**config.mk**
```make
export PLATFORM = sky130hd
export DESIGN_NAME = matrix_mult_sequencer
export DESIGN_NICKNAME = d
export VERILOG_FILES = /design/src/rtl/matmul_pkg.sv /design/src/rtl/matrix_mult_sequencer_mac_unit.sv /design/src/rtl/matrix_mult_sequencer.sv
export SDC_FILE = /design/constraint.sdc
export NUM_CORES = 2
export LEC_CHECK = 0
export CORE_MARGIN = 5
export CORE_UTILIZATION = 40
export DETAILED_ROUTE_END_ITERATION = 8
export GPL_TIMING_DRIVEN = 0
export SKIP_CTS_REPAIR_TIMING = 1
export SLEW_MARGIN = 25
export SYNTH_ARGS = -nofsm -noshare
export SYNTH_HDL_FRONTEND = slang
export SYNTH_SLANG_ARGS = --single-unit
```
**constraint.sdc**
```tcl
create_clock -name clk -period 11 [get_ports clk]
set_input_delay 1.65 -clock clk [delete_from_list [all_inputs] [get_ports clk]]
set_output_delay 1.65 -clock clk [all_outputs]
set_load 0.05 [all_outputs]
```
**src/rtl/matmul_pkg.sv**
```systemverilog
// Shared types and width helpers for the matrix-multiply sequencer.
package matmul_pkg;
  typedef enum logic [1:0] {LOAD, COMPUTE, OUT} state_t;

  function automatic int idx_w(input int n);
    int w;
    w = $clog2(n * n);
    return (w < 1) ? 1 : w;
  endfunction

  function automatic int ptr_w(input int n);
    int w;
    w = $clog2(n);
    return (w < 1) ? 1 : w;
  endfunction
endpackage

```
**src/rtl/matrix_mult_sequencer_mac_unit.sv**
```systemverilog
// Single multiply-accumulate lane: combinational a*b + acc, registered accumulator.
module mac_unit #(
  parameter int WIDTH = 32
) (
  input  logic             clk,
  input  logic             rst_n,
  input  logic             i_en,
  input  logic             i_clr,
  input  logic [WIDTH-1:0] i_a,
  input  logic [WIDTH-1:0] i_b,
  output logic [WIDTH-1:0] o_sum
);
  logic [WIDTH-1:0] r_acc;
  logic [WIDTH-1:0] w_prod;

  // Products and sums wrap modulo 2^WIDTH by truncation.
  assign w_prod = i_a * i_b;
  assign o_sum  = r_acc + w_prod;

  always_ff @(posedge clk or negedge rst_n) begin
    if (!rst_n)     r_acc <= '0;
    else if (i_clr) r_acc <= '0;
    else if (i_en)  r_acc <= o_sum;
  end
endmodule

```
**src/rtl/matrix_mult_sequencer.sv**
```systemverilog
// Loads A then B as a serial stream, then emits C = A*B row-major, one MAC per cycle.
module matrix_mult_sequencer
  import matmul_pkg::*;
#(
  parameter int WIDTH       = 32,
  parameter int MATRIX_DIMS = 3
) (
  input  logic                              clk,
  input  logic                              rst_n,
  input  logic                              in_valid,
  output logic                              in_ready,
  input  logic [WIDTH-1:0]                  in_data,
  output logic                              out_valid,
  input  logic                              out_ready,
  output logic [WIDTH-1:0]                  out_data,
  output logic [idx_w(MATRIX_DIMS)-1:0]     out_index,
  output logic                              out_last,
  output logic                              busy
);
  localparam int N  = MATRIX_DIMS;
  localparam int NN = N * N;
  localparam int IW = idx_w(N);
  localparam int PW = ptr_w(N);
  localparam int LW = IW + 1;

  state_t           r_state, w_next;
  logic [LW-1:0]    r_load_cnt;
  logic [PW-1:0]    r_row, r_col, r_k;
  logic             r_out_valid, r_out_last;
  logic [WIDTH-1:0] r_out_data;
  logic [IW-1:0]    r_out_index;
  logic [WIDTH-1:0] r_mat_a [NN];
  logic [WIDTH-1:0] r_mat_b [NN];

  logic             w_in_fire, w_load_done, w_k_last, w_mac_en, w_mac_clr;
  logic [IW-1:0]    w_a_idx, w_b_idx;
  logic [WIDTH-1:0] w_sum;

  assign w_in_fire   = in_valid && (r_state == LOAD);
  assign w_load_done = w_in_fire && (r_load_cnt == LW'(2 * NN - 1));
  assign w_k_last    = (r_k == PW'(N - 1));
  assign w_a_idx     = IW'(r_row) * IW'(N) + IW'(r_k);
  assign w_b_idx     = IW'(r_k) * IW'(N) + IW'(r_col);

  mac_unit #(.WIDTH(WIDTH)) u_mac (
    .clk   (clk),
    .rst_n (rst_n),
    .i_en  (w_mac_en),
    .i_clr (w_mac_clr),
    .i_a   (r_mat_a[w_a_idx]),
    .i_b   (r_mat_b[w_b_idx]),
    .o_sum (w_sum)
  );

  always_ff @(posedge clk or negedge rst_n) begin
    if (!rst_n) r_state <= LOAD;
    else        r_state <= w_next;
  end

  always_comb begin
    w_next    = r_state;
    w_mac_en  = 1'b0;
    w_mac_clr = 1'b0;
    case (r_state)
      LOAD: begin
        if (w_load_done) begin
          w_next    = COMPUTE;
          w_mac_clr = 1'b1;
        end
      end
      COMPUTE: begin
        w_mac_en = 1'b1;
        if (w_k_last) begin
          w_mac_clr = 1'b1;
          w_next    = OUT;
        end
      end
      OUT: begin
        if (out_ready) w_next = r_out_last ? LOAD : COMPUTE;
      end
      default: w_next = LOAD;
    endcase
  end

  // Operand storage keeps its contents across reset; only the load counter restarts.
  always_ff @(posedge clk) begin
    if (w_in_fire) begin
      if (r_load_cnt < LW'(NN)) r_mat_a[r_load_cnt[IW-1:0]] <= in_data;
      else                      r_mat_b[IW'(r_load_cnt - LW'(NN))] <= in_data;
    end
  end

  always_ff @(posedge clk or negedge rst_n) begin
    if (!rst_n) begin
      r_load_cnt  <= '0;
      r_row       <= '0;
      r_col       <= '0;
      r_k         <= '0;
      r_out_valid <= 1'b0;
      r_out_last  <= 1'b0;
      r_out_data  <= '0;
      r_out_index <= '0;
    end else begin
      case (r_state)
        LOAD: begin
          if (w_in_fire) r_load_cnt <= w_load_done ? '0 : r_load_cnt + LW'(1);
          if (w_load_done) begin
            r_row <= '0;
            r_col <= '0;
            r_k   <= '0;
          end
        end
        COMPUTE: begin
          r_k <= w_k_last ? '0 : r_k + PW'(1);
          if (w_k_last) begin
            r_out_data  <= w_sum;
            r_out_index <= IW'(r_row) * IW'(N) + IW'(r_col);
            r_out_last  <= (r_row == PW'(N - 1)) && (r_col == PW'(N - 1));
            r_out_valid <= 1'b1;
          end
        end
        OUT: begin
          if (out_ready) begin
            r_out_valid <= 1'b0;
            if (r_out_last) begin
              r_load_cnt <= '0;
            end else if (r_col == PW'(N - 1)) begin
              r_col <= '0;
              r_row <= r_row + PW'(1);
            end else begin
              r_col <= r_col + PW'(1);
            end
          end
        end
        default: ;
      endcase
    end
  end

  assign in_ready  = (r_state == LOAD);
  assign busy      = (r_state != LOAD);
  assign out_valid = r_out_valid;
  assign out_data  = r_out_data;
  assign out_index = r_out_index;
  assign out_last  = r_out_last;
endmodule

```
==> flow_summary.ini <==
[timing]
maxSlewViolCount = 0
relSlewSlack_pct = 23.1
hold_viol_final = 0
finalSetupViolations = 0
timing.fmax_ghz = 0.0936
final.setup_skew_ps = 36.4
finalWorstSetupSlack_ps = 314
finalSetupTns_ps = 0
layout_min_cycle_time_ps = 10690
finalCritPeriodShare_pct = 97.1
worst_pin_slew_ps = 1150

[setup_path]
cp_slowest_stage_delay_ps = 690
cp.required_ps = 11490
crit_path_frequent_cell = fa_1
critPathArrivalTime_ps = 11180
crit_start = r_row[0]
crit_path_end_kind = flip-flop
cp_max_fo = 10
path_class = reg -> reg
cp-start-kind = flip-flop
reg2reg_from = r_row[0]
critPathSlowestCell = clkbuf_1

[routing]
drcViolationCount = 0
viasPerCell = 5.22
drt-total-wl_um = 114000
drt_first_pass_iters = 5
dr.first_iter.drc_count = 2013
wl_per_cell_um = 23.9
ant_nets = 0
via_count = 24900

[layout]
final_cell_mix = edfxtp_1 (576), inv_1 (512), fa_1 (442)
area_delta_synth_final_pct = 13.5
nNetsFinal = 3939
drive_above_1_share_pct = 15.9
mostFrequentLayoutCell = edfxtp_1
fin_util_pct = 45.5
finalNonFillerCells = 4770

[synthesis]
async_flop_share_pct = 12.6
ys_ff_latch = 659
syn_nets = 3771
yosysSeqAreaShare_pct = 46.1
synth_edf_count = 576
synthCells = 3150
ys.flop_type = edfxtp_1
netlist_area_sq_mm = 0.0421
synth.distinct_cells = 58
yosysWarnings = 0
avgSynthCellArea_sq_um = 13.4

[global_route]
antenna_found_initial = 4
grt_max_degree = 68
track_usage_pct = 20.6
grt_pass1_vias = 26500
grt_pass1_wl_um = 171000
grt_overflow = 0

[die]
dieArea_sq_mm = 0.112
core_area_sq_mm = 0.105
start_util_pct = 40.1
ios = 76
dieHeight_um = 334
die_w_um = 334
row_count = 119

[clock_network]
cts_tree = built
htreeDepth = 3
root_buffer = clkbuf_16
clock_latency_ps = 640
cts.clk_slew.worst_paths_ps = 60
clock_sinks = 659
numCtsBuffers = 71
cts_max_path_buffers = 3

[placement]
dp.cells = 4637
place_ws_ps = -1270
gp_congestion = 0.912
io_buffer_count = 75
dp_hpwl_um = 84400

[job]
drv_cap = 0

[min_path]
worstHoldPathType = reg -> reg
hold_path_startpoint = out_data[23]

[run_status]
outcome = finished, final reports clean
## cell type report
| cell class | count | area [sq um] |
|---|---|---|
| well taps | 1391 | 1740 |
| diodes | 4 | 10.0 |
| plain buffers | 128 | 847 |
| flip-flops and latches | 659 | 19400 |
| multi-input cells | 1845 | 20400 |
| clock buffers | 84 | 1880 |
| clock inverters | 46 | 490 |
| repair buffers | 101 | 1100 |
| inverters | 512 | 1920 |
| fillers | 9481 | 57100 |
## flip-flops by register name (all words and copies together), names as in the netlist
| name | cells |
|---|---|
| r_mat_a | 288 |
| r_mat_b | 288 |
| out_data | 32 |
| u_mac.r_acc | 32 |
| r_load_cnt | 5 |
| out_index | 4 |
| r_col | 2 |
| r_k | 2 |
| r_row | 2 |
| r_state | 2 |
| out_last | 1 |
| out_valid | 1 |
## worst max-delay path: cells and delay by family, from the launching register on
kind / cells / cell delay, ps
simple gates: 3 / 560
flops: 1 / 440
mux: 3 / 1360
buf+inv: 8 / 1360
compound gates: 8 / 2050
fa+ha+maj: 11 / 4740
## cell families (layout without fill, tap and decap cells)
group                    count (synthesis)  count (layout)  share of synthesized area [%]
multiplexers                           212             212                           9.11
buffers and inverters                  646             871                           6.22
XOR/XNOR                                83              83                           1.96
AND/OR/NAND/NOR                        762             762                           8.14
flip-flops                             659             659                           46.1
other                                    0               4                              0
AO/OA/AOI/OAI                          203             203                           3.22
adder cells (fa/ha/maj)                585             585                           25.3
## stage by stage
step / cell area [sq um] / hold WS (ps)
finish: 47700 / 469
global route: 47700 / 499
CTS: 47300 / 476
detailed placement: 45000 / 462
global placement: 44600 / 461
floorplan: 42100 / 466
## synth_stat cells, types with 3 or more instances
| cell type | instances | area share [%] |
|---|---|---|
| a21oi_1 | 42 | 0.50 |
| mux2i_1 | 47 | 1.1 |
| a22o_1 | 29 | 0.60 |
| a32o_1 | 3 | 0.071 |
| nand2b_1 | 75 | 1.1 |
| nor2b_1 | 20 | 0.30 |
| buf_6 | 15 | 0.40 |
| a21oi_2 | 4 | 0.083 |
| o21bai_1 | 4 | 0.071 |
| xor2_1 | 17 | 0.35 |
| o21ai_0 | 42 | 0.50 |
| buf_4 | 15 | 0.27 |
| mux4_2 | 128 | 6.9 |
| nand4_1 | 5 | 0.074 |
| a21o_1 | 33 | 0.59 |
| edfxtp_1 | 576 | 41 |
| o31ai_1 | 4 | 0.071 |
| clkbuf_1 | 87 | 0.78 |
| o211ai_1 | 4 | 0.071 |
| mux2_2 | 30 | 0.80 |
| nand2_1 | 181 | 1.6 |
| buf_2 | 10 | 0.12 |
| inv_1 | 512 | 4.6 |
| dfrtp_1 | 83 | 4.9 |
| and2_1 | 15 | 0.22 |
| xnor3_1 | 6 | 0.32 |
| ha_1 | 143 | 4.3 |
| or3_1 | 8 | 0.12 |
| nor2_1 | 350 | 3.1 |
| and3_1 | 6 | 0.089 |
| o22a_1 | 8 | 0.17 |
| fa_1 | 442 | 21 |
| nor3_1 | 6 | 0.071 |
| mux2i_4 | 5 | 0.27 |
| nand3_1 | 9 | 0.11 |
| a31oi_1 | 4 | 0.059 |
| o22ai_1 | 5 | 0.074 |
| xnor2_1 | 58 | 1.2 |
| o21ai_1 | 10 | 0.12 |
| buf_1 | 6 | 0.054 |
| or2_2 | 84 | 1.2 |
## worst paths after layout
check	to	slack, ps	cells past startpoint
worst min register to register	out_data[23]	470	2
max in group asynchronous	u_mac.r_acc[24]	9570	2
worst min-delay path	out_data[23]	470	2
worst max-delay path	u_mac.r_acc[29]	310	33
worst max register to register	u_mac.r_acc[29]	310	33
min in group asynchronous	out_index[0]	850	1
## routing by layer
metal  wire, um  GRT usage [%]
met1      45700           26.7
met2      57300           35.7
met3       7290           3.54
met4       3680           6.13
met5         13              0
Power is left out: the tool's default activity adds up to more than one toggle a clock period on the data nets, which glitch-free logic cannot reach.
